### src/rtl/imem_loader.sv
// Boot loader: parses a header/payload/checksum byte stream and writes little-endian words into the instruction SRAM.
// One byte per cycle at most, one bubble per word (WRITE); CPU_HOLD stays high until a verified image is in place.
module imem_loader #(
  parameter int DATA_WIDTH = 32,
  parameter int ADDR_WIDTH = 11,
  parameter int DEPTH      = 2048
) (
  input  logic                  clk,
  input  logic                  rst,
  input  logic                  START,
  input  logic [7:0]            BYTE_IN,
  input  logic                  BYTE_VALID,
  output logic                  BYTE_READY,
  output logic                  MEM_CEN,
  output logic                  MEM_WEN,
  output logic [ADDR_WIDTH-1:0] MEM_A,
  output logic [DATA_WIDTH-1:0] MEM_D,
  output logic                  CPU_HOLD,
  output logic                  DONE,
  output logic                  ERROR
);

  typedef enum logic [2:0] {
    S_IDLE, S_HDR, S_DATA, S_WRITE, S_CHK, S_DONE, S_ERR
  } state_t;

  localparam logic [16:0] DEPTH17 = 17'(DEPTH);

  state_t                r_state, w_next;
  logic [2:0]            r_idx;
  logic [15:0]           r_cnt, r_base, r_rem;
  logic [ADDR_WIDTH-1:0] r_addr, r_mem_a;
  logic [DATA_WIDTH-1:0] r_word, r_mem_d;
  logic [7:0]            r_chk;
  logic                  w_ready, w_xfer, w_range_err;
  logic [16:0]           w_end;

  // 17-bit sum so BASE+CNT cannot wrap past the end of the SRAM
  assign w_end       = {1'b0, r_base} + {1'b0, r_cnt};
  assign w_range_err = ({1'b0, r_base} >= DEPTH17) || (w_end > DEPTH17);

  always_comb begin
    w_ready = 1'b0;
    case (r_state)
      S_HDR:         w_ready = (r_idx != 3'd4);
      S_DATA, S_CHK: w_ready = 1'b1;
      default:       w_ready = 1'b0;
    endcase
  end

  assign w_xfer = w_ready && BYTE_VALID;

  always_comb begin
    w_next = r_state;
    case (r_state)
      S_IDLE, S_DONE, S_ERR: if (START) w_next = S_HDR;
      S_HDR: begin
        // idx==4 is the dedicated range-check cycle after the last header byte
        if (r_idx == 3'd4) begin
          if (w_range_err)        w_next = S_ERR;
          else if (r_cnt == 16'd0) w_next = S_CHK;
          else                    w_next = S_DATA;
        end
      end
      S_DATA:  if (w_xfer && r_idx == 3'd3) w_next = S_WRITE;
      S_WRITE: w_next = (r_rem == 16'd1) ? S_CHK : S_DATA;
      S_CHK:   if (w_xfer) w_next = (BYTE_IN == r_chk) ? S_DONE : S_ERR;
      default: w_next = S_IDLE;
    endcase
  end

  always_ff @(posedge clk) begin
    if (rst) r_state <= S_IDLE;
    else     r_state <= w_next;
  end

  always_ff @(posedge clk) begin
    if (rst) begin
      r_idx   <= '0;
      r_cnt   <= '0;
      r_base  <= '0;
      r_rem   <= '0;
      r_addr  <= '0;
      r_mem_a <= '0;
      r_word  <= '0;
      r_mem_d <= '0;
      r_chk   <= '0;
    end else begin
      case (r_state)
        S_IDLE, S_DONE, S_ERR: begin
          if (START) begin
            r_idx <= '0;
            r_chk <= '0;
          end
        end
        S_HDR: begin
          if (r_idx == 3'd4) begin
            r_idx  <= '0;
            r_addr <= r_base[ADDR_WIDTH-1:0];
            r_rem  <= r_cnt;
          end else if (w_xfer) begin
            case (r_idx)
              3'd0:    r_cnt[7:0]   <= BYTE_IN;
              3'd1:    r_cnt[15:8]  <= BYTE_IN;
              3'd2:    r_base[7:0]  <= BYTE_IN;
              default: r_base[15:8] <= BYTE_IN;
            endcase
            r_idx <= r_idx + 3'd1;
          end
        end
        S_DATA: begin
          if (w_xfer) begin
            r_word <= {BYTE_IN, r_word[DATA_WIDTH-1:8]};
            r_chk  <= r_chk ^ BYTE_IN;
            if (r_idx == 3'd3) begin
              r_idx   <= '0;
              r_mem_a <= r_addr;
              r_mem_d <= {BYTE_IN, r_word[DATA_WIDTH-1:8]};
            end else begin
              r_idx <= r_idx + 3'd1;
            end
          end
        end
        S_WRITE: begin
          r_addr <= r_addr + 1'b1;
          r_rem  <= r_rem - 16'd1;
        end
        default: ;
      endcase
    end
  end

  assign BYTE_READY = w_ready;
  assign MEM_CEN    = (r_state != S_WRITE);
  assign MEM_WEN    = (r_state != S_WRITE);
  assign MEM_A      = r_mem_a;
  assign MEM_D      = r_mem_d;
  assign CPU_HOLD   = (r_state != S_DONE);
  assign DONE       = (r_state == S_DONE);
  assign ERROR      = (r_state == S_ERR);

endmodule

### config.mk
export PLATFORM = sky130hd
export DESIGN_NAME = imem_loader
export DESIGN_NICKNAME = d
export VERILOG_FILES = /design/src/rtl/imem_loader.sv
export SDC_FILE = /design/constraint.sdc
export NUM_CORES = 1
export LEC_CHECK = 0
export ABC_AREA = 1
export ABC_CLOCK_PERIOD_IN_PS = 5300
export BUFFER_PORTS_ARGS = -buffer_cell sky130_fd_sc_hd__buf_2
export CAP_MARGIN = 5
export CORE_MARGIN = 8
export CORE_UTILIZATION = 50
export DETAILED_ROUTE_END_ITERATION = 12
export PLACE_DENSITY_LB_ADDON = 0.08
export SYNTH_ARGS = -nofsm -noshare
export SYNTH_HDL_FRONTEND = slang
export SYNTH_SLANG_ARGS = --single-unit
### constraint.sdc
create_clock -name clk -period 5.3 [get_ports clk]
set_input_delay 0.53 -clock clk [delete_from_list [all_inputs] [get_ports clk]]
set_output_delay 0.53 -clock clk [all_outputs]
set_load 0.02 [all_outputs]
Word-level counts from Yosys, hierarchy flattened
Index checks and enable logic that the tools add are counted.

word-level totals
  output and inout port bits = 49
  input bits = 12
  logic and storage cells = 87
  flip-flop bits (word level) = 148

operators by class
  add/subtract/negate cells = 4
  reductions and logical operators = 22
  equality and inequality tests = 21
  bitwise logic cells = 3
  muxes and demuxes = 23
  magnitude comparators = 2

operators by type and width
  cell                                                                 count
  2-to-1 mux 3 bit                                                     12
  one-hot mux 16 bit (2 select lines)                                  1
  AND reduction 4 bit                                                  6
  one-hot mux 11 bit (2 select lines)                                  1
  adder 16 x 16 -> 17 bit                                              1
  > comparator 17 x 12 -> 1 bit, second input constant                 1
  equality test 16 x 1 -> 1 bit, second input constant                 1
  greater-or-equal comparator 16 x 12 -> 1 bit, second input constant  1
  zero test 16 bit                                                     1
  2-to-1 mux 16 bit                                                    1
  2-to-1 mux 8 bit                                                     2
  one-hot mux 8 bit (2 select lines)                                   1
  subtractor 16 x 1 -> 16 bit, second input constant                   1
  one-hot mux 3 bit (5 select lines)                                   1
  equality test 3 x 2 -> 1 bit, second input constant                  4
  equality test 3 bit, second input constant                           4
  adder 11 x 1 -> 11 bit, second input constant                        1
  2-to-1 mux 11 bit                                                    1
  != test 2 bit, second input constant                                 5
  != test 3 bit, second input constant                                 3
  one-hot mux 3 bit (3 select lines)                                   1
  equality test 8 bit                                                  1
  bitwise XOR 8 bit                                                    1
  equality test 3 x 1 -> 1 bit, second input constant                  2
  other kinds (14)                                                     21

Logic depth before layout (Yosys ltp)
  depth after elaboration = 7
  mapped depth = 18
  gate-level depth less buffers = 18

Worst setup path after synthesis
Ideal clock, no wire load.

  path type = reg-to-reg
  from = register r_cnt[0]
  to = register r_state[1]
  setup time = 132 ps
  cell stages (with the launch flop) = 19
  data arrival time = 1938 ps
  path buffers = 0
  data required time = 5168 ps
  setup slack = 3230 ps
  clock period less this slack = 2070 ps
  cells stage by stage = dfxtp_1 ha_1 fa_1 nand2_1 nand2_1 nand3b_1 nand2_1 nand2_1 nand2_1 nand2_1 nand2_1 nor2_1 nand2_1 nor2_1 nand3_1 nand2_1 nand2_1 nand2_1 a21oi_1

between the ends
  longest elaborated chain between the ends = 6
  elaborated cells on any way between the ends = 8
  those cells by class = add/sub: 1; order compare: 1; mux: 4; reduce/logical: 2

ends and longest elaborated chain
  element                               RTL line  RTL
  start: declaration                    31        logic [15:0] r_cnt, r_base, r_rem;
  start signal: assignment              80        r_cnt <= '0;
  start signal: assignment              103       3'd0: r_cnt[7:0] <= BYTE_IN;
  adder 16 x 16 -> 17 bit               39        assign w_end = {1'b0, r_base} + {1'b0, r_cnt};
  > comparator 17 x 12 -> 1 bit         40        assign w_range_err = ({1'b0, r_base} >= DEPTH17) || (w_end > DEPTH17);
  logical OR 1 bit                      40
  2-to-1 mux 3 bit *                    60        if (w_range_err) w_next = S_ERR;
  2-to-1 mux 3 bit *                    59        if (r_idx == 3'd4) begin
  one-hot mux 3 bit (5 select lines) *  55        case (r_state)
  end signal: assignment                74        else r_state <= w_next;
  end: declaration                      29        state_t r_state, w_next;

Mark *: on every way between the ends. The rest lies on a longest branch, timed or not. The select of a mux whose other input is x is not followed.
A chain may end at the register's enable or synchronous reset.

Final worst setup path
  from = register r_idx[0]
  to = register r_rem[15]

between the ends
  longest elaborated chain between the ends = 3

ends and longest elaborated chain
  element                               RTL line  RTL
  start: declaration                    30        logic [2:0] r_idx;
  start signal: assignment              108       r_idx <= r_idx + 3'd1;
  start signal: assignment              120       r_idx <= r_idx + 3'd1;
  equality test 3 bit                   97        if (r_idx == 3'd4) begin
  != test 2 bit (no source line)        --
  AND reduction 2 bit (no source line)  --
  end signal: assignment                100       r_rem <= r_cnt;
  end signal: assignment                126       r_rem <= r_rem - 16'd1;
  end: declaration                      31

No other way between the ends.

==> impl_metrics.yaml <==
grt:
  overflow: 0
  global_route_usage_over_all_layers: 0.2051
  first_global_vias: 5964
  grt_start_max_net_pins: 79
  antenna_found_initial: 0
  first_pass_grt_wire_length_mm: 30.18
synth:
  post_synth_num_cell_types: 42
  synth_edf_count: 0
  synthesis.nets: 1033
  syn_avg_cell_area_um2: 7.021
  post_synth_inst_count: 995
  yosysWarningCount: 0
  synth.cell_area_mm2: 0.006985
  asyncSetResetFlopFracSynth: 0
  synth_top_flop_cell: "dfxtp_1"
  synth.ff_latch_count: 140
  synth.yosys.seq_area_share: 0.4012
placement:
  gp_congestion: 0.8993
  placed_cell_area_mm2: 0.007365
  port-buffer-count: 60
  total_half_perimeter_wirelength_after_legalization_and_detailed_placement_mm: 12.72
final_layout:
  area_occupied_by_multi_input_gates_mm2: 0.003462
  register_area_mm2: 0.002803
  final_util: 0.5793
  layout_commonest_cell: "nand2_1"
  area_growth_pct: 14.22
  insertedDiodeCount: 0
  layout.filler_cells: 1411
  finish.net_count: 1073
  design_area_mm2: 0.007979
  most-common-layout-cells: "nand2_1 (181), dfxtp_1 (140), inv_1 (135), nor2_1 (117), a21oi_1 (113)"
  share_of_cells_above_drive_strength_1: 0.1183
sta:
  post_route_clock_period_utilization: 0.5314
  rsz0062_at_grt: "no"
  finalSetupViolCount: 0
  fin_setup_tns_ns: 0
  fin_skew_ns: 0.01181
  finalHoldViolations: 0
  worst_slew_pin_slew_ns: 0.9913
  final_period_minus_worst_setup_slack_ns: 2.816
  max_freq_mhz: 355.1
  finalMaxSlewViolations: 0
  slew-limit-headroom: 0.3368
worst_setup_path:
  crit_type: "flop to flop"
  startpoint_type: "flop"
  highest_net_fanout_along_the_worst_path: 19
  endpoint_kind: "flop"
  worstPathRequired_ns: 5.64
  worst-endpoint-arrival_ns: 3.16
cts:
  post_cts_hold_buffer_count: 0
  tritoncts_clock_tree: "yes"
  cts.reportedPaths.clkPinSlew_ns: 0.07
  ctsLongestPathBuffers: 2
  cts_buffers: 17
  clock_tree.root_cell: "clkbuf_16"
  postCtsSetupBuffers: 0
  cts_max_level: 4
  cts.repair.resized: 0
  clk-insertion-delay-late_ns: 0.42
  clock_sink_count: 140
routing:
  initialDrtViolationCount: 434
  route.vias.total: 6463
  finalWirelength_mm: 18.01
  detail_route.drc_violations: 0
  wl_per_cell_um: 14.67
  via_per_inst: 5.263
  drt_pre_antenna_iters: 6
  antenna_violating_nets_post_route: 0
worst_hold_path:
  timing.hold.worst.class: "flop to flop"
power:
  power.static_leakage_nw: 3.467
  ir_drop_v: 0.0003456
  p_per_area_mw_per_mm2: 417.3
floorplanning:
  rows: 43
  dieArea_mm2: 0.01801
  core_area_mm2: 0.01377
  initial_cell_density_of_the_core: 0.5072
  pin_count: 61
  die_w_um: 134.2
  die_height_um: 134.2
job:
  drv_cap: 0
run_status:
  status: "finished, final reports clean"
[worst max-delay path, cell delays in order, from the launching register on]
cell,delay [ns]
dfxtp_1,0.36
inv_1,0.09
ha_1,0.23
nand2_1,0.13
nor2_2,0.59
clkinv_1,0.70
o21ai_0,0.37
o21ai_0,0.13
a21oi_1,0.14
[state kept, by name (all words and copies together), names as in the netlist]
| register | flops |
|---|---|
| r_idx | 3 |
| r_rem | 16 |
| r_state | 3 |
| MEM_D | 32 |
| r_word | 24 |
| MEM_A | 11 |
| r_addr | 11 |
| r_base | 16 |
| r_cnt | 16 |
| r_chk | 8 |
[cell usage after synthesis, drive strengths merged (4+ instances only)]
| library cell | n | area, um^2 |
|---|---|---|
| inv | 141 | 529.3 |
| nand2 | 185 | 704.4 |
| nor2 | 122 | 470.5 |
| xor2 | 5 | 43.79 |
| a31oi | 9 | 56.30 |
| xnor2 | 10 | 87.58 |
| a221oi | 16 | 140.1 |
| nand3 | 49 | 260.3 |
| or2 | 4 | 25.03 |
| nor3 | 10 | 50.05 |
| a21oi | 113 | 565.5 |
| o21ai | 74 | 370.3 |
| nand3b | 8 | 60.06 |
| clkbuf | 35 | 131.4 |
| ha | 25 | 312.8 |
| nand4 | 7 | 43.79 |
| buf | 9 | 52.55 |
| nor4 | 5 | 46.29 |
| a211oi | 4 | 40.03 |
| o22ai | 7 | 43.79 |
| dfxtp | 140 | 2803 |
[cell type report]
class | instances | share of cell area
flip-flops and latches | 140 | 0.3513
well taps | 180 | 0.02823
inverters | 143 | 0.06727
multi-input cells | 668 | 0.4339
clock buffers | 17 | 0.05332
clock inverters | 15 | 0.02368
repair buffers | 65 | 0.04234
[stage by stage]
stage	worst slack (ns)	power, W	instances	hold WS [ns]
final	2.484	0.003329	1228	0.4563
after global routing	2.187	0.003525	1228	0.4670
after CTS	2.488	0.003345	1228	0.4439
after detailed placement	2.534	0.002108	1196	0.4506
after global placement	2.609	0.002109	1196	0.4478
after floorplan	3.230	0.001911	995	0.4363
[power breakdown]
group	internal, W	switching (W)
sequential	0.00115	0.0000760
clock	0.000719	0.000516
combinational	0.000287	0.000579
[cells by family after synthesis]
group           count (synthesis)  synth area share
xor+xnor                       15           0.01881
buf+inv                       187            0.1032
simple gates                  393            0.2418
flops                         140            0.4012
fa+ha+maj                      26           0.04764
compound gates                234            0.1874
[final timing paths]
check | from | endpoint | slack [ns] | cells past startpoint
worst min-delay path | MEM_D[4] | MEM_D[4] | 0.46 | 2
worst max-delay path | r_idx[0] | r_rem[15] | 2.48 | 8
worst max register to register | r_idx[0] | r_rem[15] | 2.48 | 8
worst min register to register | MEM_D[4] | MEM_D[4] | 0.46 | 2
[routing by layer]
| metal | part of all wire | global-route usage | wire [um] |
|---|---|---|---|
| met4 | 0.0067 | 0.05677 | 121 |
| met2 | 0.46 | 0.3206 | 8207 |
| met3 | 0.045 | 0.04301 | 815 |
| met5 | 0 | 0 | 0 |
| met1 | 0.49 | 0.2786 | 8868 |
Power figures use the tool's default switching activity.
